$ cat config.mk
export PLATFORM = sky130hd
export DESIGN_NAME = ssd_scan_decoder
export DESIGN_NICKNAME = d
export VERILOG_FILES = /design/src/rtl/ssd_scan_decoder.sv
export SDC_FILE = /design/constraint.sdc
export NUM_CORES = 1
export LEC_CHECK = 0
export BUFFER_PORTS_ARGS = -buffer_cell sky130_fd_sc_hd__buf_2
export CAP_MARGIN = 20
export CORE_MARGIN = 2
export CORE_UTILIZATION = 25
export DETAILED_ROUTE_END_ITERATION = 8
export PLACE_DENSITY = 0.43
export REMOVE_ABC_BUFFERS = 1
export SKIP_LAST_GASP = 1
export SLEW_MARGIN = 10
export SYNTH_ARGS = -nofsm -noshare
export SYNTH_HDL_FRONTEND = slang
export SYNTH_SLANG_ARGS = --single-unit
$ cat constraint.sdc
create_clock -name clk -period 7.8 [get_ports clk]
set_input_delay 1.17 -clock clk [delete_from_list [all_inputs] [get_ports clk]]
set_output_delay 1.17 -clock clk [all_outputs]
set_load 0.03 [all_outputs]
$ cat src/rtl/ssd_scan_decoder.sv
// Recovers per-digit BCD values from a multiplexed, active-low 4-digit seven-segment bus.
// Optional macro SSD_HEX_DECODE_EN also accepts the A..F glyphs as valid digits.
module ssd_scan_decoder #(
    parameter int unsigned STABLE_CYC  = 4,
    parameter int unsigned TIMEOUT_CYC = 100000
) (
    input  logic        clk,
    input  logic        rst,
    input  logic [7:0]  ssd_in,
    input  logic [3:0]  dig_in,
    output logic [15:0] bcd_out,
    output logic [3:0]  valid_out,
    output logic [3:0]  err_out,
    output logic [3:0]  dp_out,
    output logic        upd,
    output logic [1:0]  upd_idx,
    output logic        bus_err
);

    localparam logic [7:0]  STABLE_LIM = 8'(STABLE_CYC);
    localparam logic [23:0] TMO_LIM    = 24'(TIMEOUT_CYC);

    typedef enum logic [1:0] {IDLE, COUNT, HELD} state_t;

    state_t      state_q, state_d;
    logic [7:0]  cnt_q, cnt_d;
    logic [7:0]  ssd_s1_q, ssd_s1_d, ssd_s2_q, ssd_s2_d, ssd_prev_q, ssd_prev_d;
    logic [3:0]  dig_s1_q, dig_s1_d, dig_s2_q, dig_s2_d, dig_prev_q, dig_prev_d;

    logic [15:0] bcd_q, bcd_d;
    logic [3:0]  valid_q, valid_d;
    logic [3:0]  err_q, err_d;
    logic [3:0]  dp_q, dp_d;
    logic        upd_q, upd_d;
    logic [1:0]  upd_idx_q, upd_idx_d;
    logic        bus_err_q, bus_err_d;
    logic [23:0] tmo_q [4];
    logic [23:0] tmo_d [4];

    logic        sample_changed;
    logic        run_done;
    logic        single_dig;
    logic [1:0]  commit_idx;
    logic        do_commit;
    logic        do_bus_err;
    logic [3:0]  dec_val;
    logic        dec_hit;
    logic        dec_blank;

    always_comb begin
        ssd_s1_d   = ssd_in;
        ssd_s2_d   = ssd_s1_q;
        ssd_prev_d = ssd_s2_q;
        dig_s1_d   = dig_in;
        dig_s2_d   = dig_s1_q;
        dig_prev_d = dig_s2_q;
    end

    // Sync registers reset to the idle bus so no spurious run is seen after reset.
    always_ff @(posedge clk) begin
        if (rst) begin
            state_q    <= IDLE;
            cnt_q      <= '0;
            ssd_s1_q   <= 8'hFF;
            ssd_s2_q   <= 8'hFF;
            ssd_prev_q <= 8'hFF;
            dig_s1_q   <= 4'hF;
            dig_s2_q   <= 4'hF;
            dig_prev_q <= 4'hF;
        end else begin
            state_q    <= state_d;
            cnt_q      <= cnt_d;
            ssd_s1_q   <= ssd_s1_d;
            ssd_s2_q   <= ssd_s2_d;
            ssd_prev_q <= ssd_prev_d;
            dig_s1_q   <= dig_s1_d;
            dig_s2_q   <= dig_s2_d;
            dig_prev_q <= dig_prev_d;
        end
    end

    always_comb begin
        state_d = state_q;
        cnt_d   = cnt_q;
        if (sample_changed) begin
            if (dig_s2_q == 4'hF) begin
                state_d = IDLE;
                cnt_d   = '0;
            end else begin
                state_d = COUNT;
                cnt_d   = 8'd1;
            end
        end else begin
            case (state_q)
                IDLE: cnt_d = '0;
                COUNT: begin
                    cnt_d = cnt_q + 8'd1;
                    if (run_done) state_d = HELD;
                end
                HELD: state_d = HELD;
                default: state_d = IDLE;
            endcase
        end
    end

    always_comb begin
        sample_changed = (ssd_s2_q != ssd_prev_q) || (dig_s2_q != dig_prev_q);
        run_done       = (state_q == COUNT) && !sample_changed && ((cnt_q + 8'd1) == STABLE_LIM);
        single_dig     = 1'b1;
        commit_idx     = 2'd0;
        case (dig_s2_q)
            4'b1110: commit_idx = 2'd0;
            4'b1101: commit_idx = 2'd1;
            4'b1011: commit_idx = 2'd2;
            4'b0111: commit_idx = 2'd3;
            default: single_dig = 1'b0;
        endcase
        do_commit  = run_done && single_dig;
        do_bus_err = run_done && !single_dig;
    end

    // Patterns are written as full bytes with dp off; the dp line never affects matching.
    always_comb begin
        dec_val   = 4'd0;
        dec_hit   = 1'b1;
        dec_blank = 1'b0;
        case ({ssd_s2_q[7:1], 1'b1})
            8'h03: dec_val = 4'd0;
            8'h9F: dec_val = 4'd1;
            8'h25: dec_val = 4'd2;
            8'h0D: dec_val = 4'd3;
            8'h99: dec_val = 4'd4;
            8'h49: dec_val = 4'd5;
            8'h41: dec_val = 4'd6;
            8'h1F: dec_val = 4'd7;
            8'h01: dec_val = 4'd8;
            8'h09: dec_val = 4'd9;
`ifdef SSD_HEX_DECODE_EN
            8'h11: dec_val = 4'hA;
            8'hC1: dec_val = 4'hB;
            8'h63: dec_val = 4'hC;
            8'h85: dec_val = 4'hD;
            8'h61: dec_val = 4'hE;
            8'h71: dec_val = 4'hF;
`endif
            8'hFF: begin
                dec_hit   = 1'b0;
                dec_blank = 1'b1;
            end
            default: dec_hit = 1'b0;
        endcase
    end

    // Timeout is applied first so a same-cycle commit overrides it.
    always_comb begin
        bcd_d     = bcd_q;
        valid_d   = valid_q;
        err_d     = err_q;
        dp_d      = dp_q;
        upd_d     = 1'b0;
        upd_idx_d = upd_idx_q;
        bus_err_d = do_bus_err;
        for (int k = 0; k < 4; k++) begin
            if (tmo_q[k] != TMO_LIM) tmo_d[k] = tmo_q[k] + 24'd1;
            else                     tmo_d[k] = tmo_q[k];
            if (tmo_d[k] == TMO_LIM) valid_d[k] = 1'b0;
        end
        if (do_commit) begin
            tmo_d[commit_idx] = '0;
            upd_d             = 1'b1;
            upd_idx_d         = commit_idx;
            dp_d[commit_idx]  = ~ssd_s2_q[0];
            if (dec_hit) begin
                bcd_d[{commit_idx, 2'b00} +: 4] = dec_val;
                valid_d[commit_idx] = 1'b1;
                err_d[commit_idx]   = 1'b0;
            end else if (dec_blank) begin
                valid_d[commit_idx] = 1'b0;
                err_d[commit_idx]   = 1'b0;
            end else begin
                valid_d[commit_idx] = 1'b0;
                err_d[commit_idx]   = 1'b1;
            end
        end
    end

    always_ff @(posedge clk) begin
        if (rst) begin
            bcd_q     <= '0;
            valid_q   <= '0;
            err_q     <= '0;
            dp_q      <= '0;
            upd_q     <= 1'b0;
            upd_idx_q <= '0;
            bus_err_q <= 1'b0;
            for (int k = 0; k < 4; k++) tmo_q[k] <= '0;
        end else begin
            bcd_q     <= bcd_d;
            valid_q   <= valid_d;
            err_q     <= err_d;
            dp_q      <= dp_d;
            upd_q     <= upd_d;
            upd_idx_q <= upd_idx_d;
            bus_err_q <= bus_err_d;
            for (int k = 0; k < 4; k++) tmo_q[k] <= tmo_d[k];
        end
    end

    assign bcd_out   = bcd_q;
    assign valid_out = valid_q;
    assign err_out   = err_q;
    assign dp_out    = dp_q;
    assign upd       = upd_q;
    assign upd_idx   = upd_idx_q;
    assign bus_err   = bus_err_q;

endmodule
# Word-level counts from Yosys, hierarchy flattened
# Memory sizes are Yosys's and may differ from the RTL's.
# Index checks and enable logic that the tools add are counted.
[totals]
reg_bits = 78
elab_cells = 126
ramBits = 96
inputBits = 14
romBits = 0
out_inout_bits = 32
n_memories = 1
latch_bits = 0
[op_classes]
n_lt_le_gt_ge = 4
n_shift = 2
div_mod_pow = 0
multipliers = 0
muxes = 39
reduce_logical = 16
bitwise = 13
add_sub_neg = 6
n_eq_ne = 30
[mem_list]
columns = ["name", "depth", "word_bits", "rd", "rd_clocked_by_memory_dff", "write_ports", "line", "source"]
rows = [
  ["tmo_q", 4, 24, 4, 0, 4, "37", "logic [23:0] tmo_q [4];"],
]
[op_table]
columns = ["op", "n"]
rows = [
  ["24-bit two-way mux", 9],
  ["24-bit by 1-bit adder with 24-bit output (second input constant)", 4],
  ["96-bit AND", 1],
  ["24-bit by 17-bit equality test with 1-bit output (second input constant)", 4],
  ["96-bit two-way mux", 1],
  ["24-bit by 17-bit inequality test with 1-bit output (second input constant)", 4],
  ["96-bit NOT", 1],
  ["24-bit demux with 2-bit select", 1],
  ["4-bit one-hot mux with 9 select lines", 1],
  ["7-bit equality test (second input constant)", 3],
  ["16-bit bitwise mux", 1],
  ["4-bit equality test (second input constant)", 4],
  ["4-bit two-way mux", 4],
  ["8-bit one-hot mux with 2 select lines", 1],
  ["4-bit by 6-bit variable shift with 16-bit output (first input constant)", 1],
  ["4-bit by 6-bit variable part select with 16-bit output", 1],
  ["7-bit by 3-bit equality test with 1-bit output (second input constant)", 2],
  ["7-bit by 6-bit equality test with 1-bit output (second input constant)", 2],
  ["1-bit two-way mux", 14],
  ["2-bit one-hot mux with 3 select lines", 2],
  ["10-bit OR reduction", 1],
  ["8-bit by 1-bit adder with 8-bit output (second input constant)", 1],
  ["4-bit AND", 2],
  ["8-bit by 3-bit equality test with 1-bit output (second input constant)", 1],
  ["32 further kinds", 44],
]

# Longest topological paths before layout
[depth]
depth_word = 11
mapped_depth = 11
ltp_nobuf = 9

# Worst setup path after synthesis
# OpenSTA, ideal clock, no wires.
[synth_path]
path_type = "flip-flop to flip-flop"
start = "register cnt_q[0]"
end = "register bcd_q[0] (netlist: bcd_out[0])"
path_slack_ps = 5346
arrival_time_ps = 2383
path_stages_with_launch = 10
n_path_buf = 1
path_cell_list = "dfxtp_1 > ha_1 > and3_1 > and3_1 > o221ai_2 > nor4_4 > buf_6 > nand3_4 > or4_1 > a21oi_1"
[synth_between]
elab_chain_cells = 5
[synth_rtl]
columns = ["item", "line", "source"]
rows = [
  ["from (decl)", "26", "logic [7:0] cnt_q, cnt_d;"],
  ["from (signal assigned)", "72", "cnt_q <= cnt_d;"],
  ["8-bit by 1-bit adder with 8-bit output", "108", "run_done = (state_q == COUNT) && !sample_changed && ((cnt_q + 8'd1) == STABLE_LIM);"],
  ["8-bit by 3-bit equality test with 1-bit output", "108", ""],
  ["1-bit logical AND", "108", ""],
  ["1-bit logical AND", "118", "do_commit = run_done && single_dig;"],
  ["2-bit AND reduction (no line)", "n/a", ""],
  ["to (signal assigned)", "189", "bcd_q <= '0;"],
  ["to (signal assigned)", "198", "bcd_q <= bcd_d;"],
  ["to (decl)", "30", "logic [15:0] bcd_q, bcd_d;"],
]
# No other way between the ends.
# A chain may end at the register's enable or synchronous reset.

==> flow_summary.json <==
{
  "via_per_inst": 4.65,
  "initial_core_util_pct": 25.5,
  "ctsResizeCount": 0,
  "startpoint_type": "flip-flop",
  "yosysUniqueCellTypes": 69,
  "crit_type": "reg -> reg",
  "r2r_start": "cnt_q[0]$_SDFFE_PP0P_",
  "drive_above_1_share_pct": 12.2,
  "use_met2_pct": 18.0,
  "setup_tns_ps": 0,
  "die_h_um": 195,
  "fmax_mhz": 293,
  "use_met3_pct": 1.96,
  "multiInputGateArea_um2": 5250,
  "final_cell_mix": "dfxtp_1, nor2_1, nand2_1",
  "die-area_um2": 38000,
  "synth_edf_count": 0,
  "cp-end-kind": "flip-flop",
  "num_io_pins": 46,
  "io_buffers": 45,
  "crit_end": "tmo_q[1][1]$_SDFF_PP0_",
  "r2r_cells": 8,
  "synth_area_leaders": "dfxtp_1, nor2_1, xor2_1",
  "clock_path_buffers": 2,
  "timing.rr.end": "tmo_q[1][1]$_SDFF_PP0_",
  "maxSlewViolCount": 0,
  "final-hold-violation-count": 0,
  "slew_headroom_pct": 31.9,
  "period_share_pct": 43.7,
  "setup_viol": 0,
  "powerDensity_nw_per_um2": 189,
  "fillers": 3846,
  "path_max_fanout": 25,
  "yosysSeqAreaShare_pct": 38.2,
  "grt-ovfl-total": 0,
  "cts_sinks": 174,
  "numCtsBuffers": 17,
  "detail_route.first_pass.iterations": 4,
  "use_met1_pct": 15.5,
  "die_w_um": 195,
  "top_usage_layer": "met2",
  "final_common_cell": "dfxtp_1",
  "nNetsFinal": 1122,
  "h-tree-depth": 4,
  "syn_area_per_cell_um2": 8.38,
  "area_growth_pct": 13.2,
  "syn_area_um2": 9110,
  "first_global_vias": 6963,
  "worstPathArrival_ps": 3690,
  "ff_latch_area_um2": 3480,
  "drtIter0Drc": 396,
  "grt_first_pass_wirelength_um": 35700,
  "hpwl_um": 15000,
  "core_um2": 35700,
  "cts_tree": "yes",
  "ir_worst_vdd_mv": 0.114,
  "cts_hold_buf": 0,
  "root_buffer": "clkbuf_16",
  "async_reset_ff_share_pct": 0,
  "netlist.area_leader.share_pct": 38.2,
  "yosys_most_used_dff": "dfxtp_1",
  "ys_ff_latch": 174,
  "postSynthCellCount": 1087,
  "ff2ff_setup_slack_ps": 4390,
  "maxCapViolations": 0,
  "hold_class": "reg -> reg",
  "power_leakage_nw": 3.65,
  "wl_per_cell_um": 13.6,
  "via_count": 7262,
  "grt.total_usage_pct": 11.4,
  "place_congestion": 0.774,
  "clock_latency_ps": 430,
  "skew_ps": 12.3,
  "rsz0062_at_grt": "no",
  "fin_util_pct": 28.8,
  "crit_start": "cnt_q[0]$_SDFFE_PP0P_",
  "finalCriticalPeriod_ps": 3410,
  "path_clk_slew_ps": 70,
  "num_antenna_cells": 0,
  "wl_um": 21300,
  "post_cts_buffers": 0,
  "grt_max_degree": 82,
  "yosysTopAreaCell": "dfxtp_1",
  "status": "finished, final reports clean",
  "yosys_warnings": 0,
  "antenna_found_initial": 1,
  "critPathRequiredTime_ps": 8070,
  "fin_ws_ps": 4390,
  "ant_nets": 0,
  "rows": 69,
  "drc_errors": 0,
  "worst_pin_slew_ps": 1020,
  "dp_slack_ps": 4250
}
## worst min-delay path by stage
stage / start / to / depth (start not counted)
after detailed placement: ssd_s1_q[5]$_SDFF_PP1_ / ssd_prev_d[5]$_SDFF_PP1_ / 1
after floorplan: dig_s1_q[0]$_SDFF_PP1_ / dig_prev_d[0]$_SDFF_PP1_ / 1
final: ssd_s1_q[0]$_SDFF_PP1_ / ssd_prev_d[0]$_SDFF_PP1_ / 1
after global routing: ssd_s1_q[0]$_SDFF_PP1_ / ssd_prev_d[0]$_SDFF_PP1_ / 1
after CTS: ssd_s1_q[5]$_SDFF_PP1_ / ssd_prev_d[5]$_SDFF_PP1_ / 1
after global placement: ssd_s1_q[7]$_SDFF_PP1_ / ssd_prev_d[7]$_SDFF_PP1_ / 1
## through the flow
step                      hold WS [ps]  std cells  area, um^2  power (mW)
after floorplan                    389       1022        8820       0.997
after global placement             393       1529        9630        1.03
after detailed placement           393       1529        9630        1.03
after CTS                          408       1561       10300        1.98
after global routing               418       1563       10300        2.03
final                              407       1563       10300        1.95
## logic make-up (layout without fill, tap and decap cells)
family / count (synthesis) / count (layout) / share of synthesized area (%)
compound gates: 110 / 110 / 7.78
mux: 23 / 23 / 2.58
flops: 174 / 174 / 38.2
fa+ha+maj: 19 / 19 / 2.61
simple gates: 557 / 557 / 33.5
xor+xnor: 116 / 116 / 11.2
buf+inv: 88 / 103 / 4.09
## layout make-up
type | count | area share (%)
multi-input cells | 825 | 51.0
well taps | 461 | 5.60
clock inverters | 11 | 1.71
clock buffers | 21 | 4.56
inverters | 23 | 0.837
flip-flops and latches | 174 | 33.8
repair buffers | 48 | 2.55
## Yosys cell counts (28+ instances only)
cell,instances
clkbuf_1,49
nand4_1,30
or2_2,37
nand3_1,54
and3_1,28
xor2_1,65
dfxtp_1,174
nand2_1,76
nor3_1,31
a21oi_1,37
nor2_1,159
xnor2_1,51
## power by group
part | internal (mW) | switching (mW)
combinational | 0.0357 | 0.0558
clock | 0.566 | 0.372
sequential | 0.902 | 0.0170
## critical path, stage by stage, from the launching register on
cell and delay [ps]:
dfxtp_1 440, ha_1 270, and3_1 240, and3_1 190
o221ai_2 150, nor4_4 830, nand2_1 220, nand2b_1 780
nor2_1 110
## layer usage
layer / up-vias / wire (um)
met4: 0 / 363
li1: 3760 / -
met1: 3395 / 11000
met3: 19 / 630
met2: 88 / 9360
met5: - / 0
## flip-flops by register name, indices dropped and copies added (netlist names), 8 cells and up, named ones only
register	count
ssd_s1_q	8
ssd_prev_d	8
tmo_q	96
bcd_out	16
cnt_q	8
ssd_prev_q	8
Power figures use the tool's default switching activity.
